<file path="src/rtl/probe_mux_scheduler.sv">
// probe_mux_scheduler
// Controller for the 8-bit JA PMOD oscilloscope probe multiplexer. It picks
// which probe group (SPI = 1, GPIO = 2, SCB = 3) is routed to the scope
// header. In manual mode the host selects the group. In auto mode the block
// scans round-robin over the requesting groups with a fixed dwell time. Every
// switch is preceded by a blanking guard. A one-cycle trigger marks the first
// cycle of valid data.
//
// Ports
//   clk           system clock
//   rst           synchronous, active-high reset
//   enable        scheduler enable; low forces IDLE
//   auto_mode     1 = round-robin auto-scan, 0 = manual
//   manual_sel    manual group code, 0 = none
//   dwell_cycles  auto-mode dwell length in cycles (0 behaves as 1)
//   grp_req       visibility requests: bit0 SPI, bit1 GPIO, bit2 SCB
//   hold          freezes the dwell counter while the scope is armed
//   probe_sel     operation-mode code driven to the probe mux
//   probe_blank   1 = mux output must be forced to 0
//   trig_pulse    one-cycle marker on the first valid-data cycle
//   busy          high while in GUARD or DWELL
//   sw_count      completed switches, wraps 255 -> 0
module probe_mux_scheduler #(
  parameter int DWELL_W      = 16,
  parameter int GUARD_CYCLES = 4    // legal range 1..15
) (
  input  logic               clk,
  input  logic               rst,
  input  logic               enable,
  input  logic               auto_mode,
  input  logic [1:0]         manual_sel,
  input  logic [DWELL_W-1:0] dwell_cycles,
  input  logic [2:0]         grp_req,
  input  logic               hold,
  output logic [1:0]         probe_sel,
  output logic               probe_blank,
  output logic               trig_pulse,
  output logic               busy,
  output logic [7:0]         sw_count
);

  typedef enum logic [1:0] {IDLE, GUARD, DWELL} state_t;

  localparam logic [3:0]         GUARD_LAST = 4'(GUARD_CYCLES - 1);
  localparam logic [DWELL_W-1:0] DWELL_ONE  = DWELL_W'(1);

  state_t             state_q, state_d;
  logic [1:0]         target_q, target_d;
  logic [1:0]         last_grant_q, last_grant_d;
  logic [3:0]         guard_cnt_q, guard_cnt_d;
  logic [DWELL_W-1:0] dwell_cnt_q, dwell_cnt_d;
  logic               auto_mode_q, auto_mode_d;
  logic [1:0]         probe_sel_q, probe_sel_d;
  logic               probe_blank_q, probe_blank_d;
  logic               trig_q, trig_d;
  logic               busy_q, busy_d;
  logic [7:0]         sw_count_q, sw_count_d;

  logic               mode_flip;
  logic [DWELL_W-1:0] dwell_last;
  logic [1:0]         idle_pick;
  logic [1:0]         scan_next;

  // First requesting group strictly after 'from' in the cyclic order
  // 1 -> 2 -> 3 -> 1. 'from' itself is checked last, so it is returned only
  // when it is the sole requester. Returns 0 when nobody requests.
  function automatic logic [1:0] next_grp(input logic [1:0] from,
                                          input logic [2:0] req);
    logic [1:0] g;
    logic [1:0] res;
    g   = from;
    res = 2'd0;
    for (int i = 0; i < 3; i++) begin
      g = (g == 2'd3) ? 2'd1 : g + 2'd1;
      if (res == 2'd0 && req[g - 2'd1]) res = g;
    end
    return res;
  endfunction

  assign mode_flip  = auto_mode ^ auto_mode_q;
  assign dwell_last = (dwell_cycles == '0) ? '0 : dwell_cycles - DWELL_ONE;
  assign idle_pick  = auto_mode ? next_grp(last_grant_q, grp_req) : manual_sel;
  assign scan_next  = next_grp(probe_sel_q, grp_req);

  // State and datapath registers
  // NOTE: sequential state uses non-blocking assignments only, so every flop
  // samples values from before the edge regardless of process ordering.
  always_ff @(posedge clk) begin
    if (rst) begin
      state_q       <= IDLE;
      target_q      <= 2'd0;
      last_grant_q  <= 2'd3;
      guard_cnt_q   <= '0;
      dwell_cnt_q   <= '0;
      auto_mode_q   <= 1'b0;
      probe_sel_q   <= 2'd0;
      probe_blank_q <= 1'b1;
      trig_q        <= 1'b0;
      busy_q        <= 1'b0;
      sw_count_q    <= 8'd0;
    end else begin
      state_q       <= state_d;
      target_q      <= target_d;
      last_grant_q  <= last_grant_d;
      guard_cnt_q   <= guard_cnt_d;
      dwell_cnt_q   <= dwell_cnt_d;
      auto_mode_q   <= auto_mode_d;
      probe_sel_q   <= probe_sel_d;
      probe_blank_q <= probe_blank_d;
      trig_q        <= trig_d;
      busy_q        <= busy_d;
      sw_count_q    <= sw_count_d;
    end
  end

  // Next-state and counter logic
  always_comb begin
    // NOTE: every signal gets a default before any branch, so no path can
    // leave it unassigned and infer a latch.
    state_d     = state_q;
    target_d    = target_q;
    guard_cnt_d = guard_cnt_q;
    dwell_cnt_d = dwell_cnt_q;
    auto_mode_d = auto_mode;

    if (!enable) begin
      state_d = IDLE;
    end else if (state_q != IDLE && mode_flip) begin
      // A mode change wins over every other transition, dwell expiry included.
      state_d = IDLE;
    end else begin
      unique case (state_q)
        IDLE: begin
          if (idle_pick != 2'd0) begin
            state_d     = GUARD;
            target_d    = idle_pick;
            guard_cnt_d = '0;
          end
        end
        GUARD: begin
          if (guard_cnt_q == GUARD_LAST) begin
            state_d     = DWELL;
            dwell_cnt_d = '0;
          end else begin
            guard_cnt_d = guard_cnt_q + 4'd1;
          end
        end
        DWELL: begin
          if (!auto_mode) begin
            if (manual_sel == 2'd0) begin
              state_d = IDLE;
            end else if (manual_sel != probe_sel_q) begin
              state_d     = GUARD;
              target_d    = manual_sel;
              guard_cnt_d = '0;
            end
          end else if (!hold) begin
            if (dwell_cnt_q == dwell_last) begin
              if (scan_next == 2'd0) begin
                state_d = IDLE;
              end else if (scan_next == probe_sel_q) begin
                // Sole requester: restart the dwell without reblanking.
                dwell_cnt_d = '0;
              end else begin
                state_d     = GUARD;
                target_d    = scan_next;
                guard_cnt_d = '0;
              end
            end else begin
              dwell_cnt_d = dwell_cnt_q + DWELL_ONE;
            end
          end
        end
        default: state_d = IDLE;
      endcase
    end
  end

  // Registered outputs are derived from the state being entered.
  always_comb begin
    probe_sel_d   = (state_d == IDLE) ? 2'd0 : target_d;
    probe_blank_d = (state_d != DWELL);
    trig_d        = (state_q == GUARD) && (state_d == DWELL);
    busy_d        = (state_d != IDLE);
    sw_count_d    = trig_d ? sw_count_q + 8'd1 : sw_count_q;
    last_grant_d  = trig_d ? target_q : last_grant_q;
  end

  assign probe_sel   = probe_sel_q;
  assign probe_blank = probe_blank_q;
  assign trig_pulse  = trig_q;
  assign busy        = busy_q;
  assign sw_count    = sw_count_q;

endmodule
</file>
<file path="config.mk">
export PLATFORM = sky130hd
export DESIGN_NAME = probe_mux_scheduler
export DESIGN_NICKNAME = d
export VERILOG_FILES = /design/src/rtl/probe_mux_scheduler.sv
export SDC_FILE = /design/constraint.sdc
export NUM_CORES = 1
export LEC_CHECK = 0
export CAP_MARGIN = 20
export CORE_MARGIN = 2
export CORE_UTILIZATION = 40
export CTS_CLUSTER_SIZE = 25
export DETAILED_ROUTE_END_ITERATION = 16
export DONT_BUFFER_PORTS = 1
export GPL_ROUTABILITY_DRIVEN = 0
export PLACE_DENSITY = 0.64
export SYNTH_ARGS = -nofsm -noshare
export SYNTH_HDL_FRONTEND = slang
export SYNTH_SLANG_ARGS = --single-unit
</file>
<file path="constraint.sdc">
create_clock -name clk -period 4.1 [get_ports clk]
set_clock_uncertainty 0.2 [all_clocks]
set_input_delay 0.41 -clock clk [delete_from_list [all_inputs] [get_ports clk]]
set_output_delay 0.41 -clock clk [all_outputs]
set_load 0.005 [all_outputs]
</file>
==> impl_results.md <==
- H-tree Lvls: 2
- RSZ-0062 raised after global routing: no
- Fill cells: a little under 900
- Yosys cell types: 73
- Power per cell area: 227 mW/mm2
- DP Cell Count: 551
- Mux share of post-synthesis cell area: 4.39%
- Tmin final: 3.70 ns
- Ys flop type: dfxtp_1
- WS Path Type: flop to flop
- Clk Latency, worst-skew pair: 0.30 ns
- Global-route wire length before repair: 15,100 um
- Syn_nets: 496
- Critical path data arrival time: 3.70 ns
- Reg clk slew, reported paths: 0.09 ns
- Cells after synthesis: 458
- Post-Synth Simple-Gate Area: 30.7%
- WL/cell: 15.8 um
- EDFF count, synth: 0
- Hold Slack: 0.0251 ns
- Synth Area in Compound Gates: 25.1%
- Highest Clock Rate: 0.271 GHz
- Status: finished clean
- Worst-margin pin slew: between 0.7 and 0.8 ns
- Yosys top cell area share: between 20% and 30%
- Slew HR: 52.3%
- Crit share post-route: about 90%
- Antenna fix cells: 0
- MaxCap Viol Count: 0
- Worst-case reg-to-reg path depth: 12
- Die Area: 0.00946 mm2
- Crit. End Element: flop
- Initial Utilization: 40.5%
- Clock sinks: 40
- Final core utilization: 42.8%
- Num ports: 39
- Fraction of registers with async set/reset: 0%
- FP Rows: 34
- Die Width: 97.3 um
- Cell with the most instances after synthesis: nor2_1
- Clk buf depth: 2
- Maximum vdd drop: a little over 0.2 mV
- Area growth syn-to-layout: 5.64%
- Non-Filler Instances: 560
- Synthesized area: 0.00348 mm2
- Xor and xnor fraction of the mapped netlist area: under 10%
- Core Footprint: about 0.0086 mm2
- Reg area: 801 um2
- Largest cells by area after synthesis: dfxtp_1 (23%), nor2_1 (5.2%), ha_1 (4.3%)
- Final net count: 489
- Critical Path Most Common Cell: o31ai_1
- Multi-input logic area: 0.00249 mm2
- Synthesis-stage register bit count: 40
- Detailed Route Iter0 Violations: approximately 220
- Worst Path Required: 4.10 ns
- Antenna violations before repair: 0
- # DRC: 0
- Synthesized area per cell: 7.60 um2
- Hold Path Class: input pin to flop
- Vias in the first global route: 3,277
- CTS tree: yes
- Largest family of logic cells by synthesized area: simple AND/OR/NAND/NOR gates
- Final setup fails: 0
- Grt ovf: 0
- CTS buffer count: 5
- Clock root buffer: clkbuf_8
- Ordered list of cells on the worst path: inv_1, ha_1, mux2i_1, nor2_1, o221ai_1, nand2_1, o31ai_1, o31ai_1, a21oi_1, buf_4, o21ai_1, a32o_1
- Yosys Warn Count: 0
- CP Launch Type: flop
- Setup TNS: 0 ns
- Final Hold Vio Count: 0
- Post-synthesis sequential area ratio: 23.0%
- Chip Height: 97.3 um
- Post-detail-place hpwl: roughly 6700 um
- Slowest Stage Delay on Critical Path: 0.54 ns
- Number of vias per cell: 6.08
- Crit-path max FO: 8
- Post-route ant nets: 0
- Area leader, netlist: dfxtp_1
- Layout cell share with drive strength beyond 1: 7.74%
- Largest net degree at the start of global routing: 20
- Post-CTS sizing: 0
- Port bufs: 0
- Hold Path Stages: 1
- Static Leak: 1.26 nW
- 1st-pass router iterations: 6
- Top post-synthesis cells by count: nor2_1 (48), dfxtp_1 (40), nand2_1 (35)
- Worst path slowest cell: o31ai_1
- Drt total wl: 8880 um
- DR vias: 3,404
- Adder-cell area share of the yosys netlist: around 4.6%
- GRT Resource Usage Total: approximately a fifth
- Pins over their slew limit: 0
[repair_timing]
item | 4_1_cts | 5_1_grt
endpoints found under the hold margin | 13 | 0
hold buffers | 1 | 0
buffers inserted | 0 | 0
[power breakdown]
group / internal (mW) / switching, mW
Clock: 0.136 / 0.150
Sequential: 0.393 / 0.00583
Combinational: 0.0630 / 0.0871
Total: 0.593 / 0.243
[cells in the final DEF (no fill, tap or decap), drive strengths merged, types with 4 or more instances in the layout]
cell	n
a21oi	22
a311oi	4
a31oi	4
a32o	9
and3	5
and4	4
buf	7
clkbuf	6
dfxtp	40
ha	12
inv	23
mux2i	13
nand2	35
nand3	15
nand4	11
nor2	48
nor2b	5
nor3	22
nor3b	8
nor4	7
nor4b	5
o211ai	6
o21ai	26
o22ai	6
or2	8
or3	5
or4	4
xnor2	14
xor2	13
[sequential cells by signal, summed over array words and instances (netlist names), 2 cells and up]
signal and flops:
probe_sel 2, dwell_cnt_q 16, last_grant_q 2, target_q 2, sw_count 8, guard_cnt_q 4, state_q 2
[worst paths after layout]
check,startpoint,slack (ns),to
max,probe_sel[1]$_SDFF_PP0_,0.40,dwell_cnt_q[2]$_SDFFE_PP0P_
min,rst,0.03,trig_pulse$_SDFF_PP0_
max reg2reg,probe_sel[1]$_SDFF_PP0_,0.40,dwell_cnt_q[2]$_SDFFE_PP0P_
min reg2reg,dwell_cnt_q[15]$_SDFFE_PP0P_,0.26,dwell_cnt_q[15]$_SDFFE_PP0P_
[final cells by class]
type                       count  area share [%]
clock buffer                   6            2.25
sequential                    40            21.8
clock inverter                 2           0.408
multi-input combinational    372            67.7
inverter                      24            2.45
tap                          108            3.67
timing repair buffer           8            1.70
[logic make-up after synthesis]
| logic type | count (synthesis) |
|---|---|
| AND/OR/NAND/NOR | 195 |
| multiplexers | 15 |
| flip-flops | 40 |
| adder cells (fa/ha/maj) | 13 |
| XOR/XNOR | 27 |
| AO/OA/AOI/OAI | 122 |
| buffers and inverters | 46 |
[per-layer routing]
| layer | part of all wire (%) | global-route usage, % |
|---|---|---|
| met5 | 0 | 0 |
| met4 | 1.4 | 5.13 |
| met3 | 6.5 | 4.17 |
| met2 | 48 | 31.5 |
| met1 | 44 | 24.1 |
[worst max-delay path: cells and delay by family (launching register included)]
| family | cells | cell delay (ns) |
|---|---|---|
| adder cells (fa/ha/maj) | 1 | 0.27 |
| buffers and inverters | 2 | 0.34 |
| multiplexers | 1 | 0.31 |
| AO/OA/AOI/OAI | 6 | 1.72 |
| AND/OR/NAND/NOR | 2 | 0.26 |
| flip-flops | 1 | 0.50 |
[through the flow]
stage | instance area (um2) | worst slack (ns) | power (mW)
finish | 3680 | 0.404 | 0.835
global route | 3680 | 0.0256 | 0.878
CTS | 3680 | 0.456 | 0.842
detailed placement | 3570 | 0.461 | 0.553
global placement | 3570 | 0.491 | 0.551
floorplan | 3480 | 0.393 | 0.536
No activity file was read; power rests on OpenSTA's default activity.
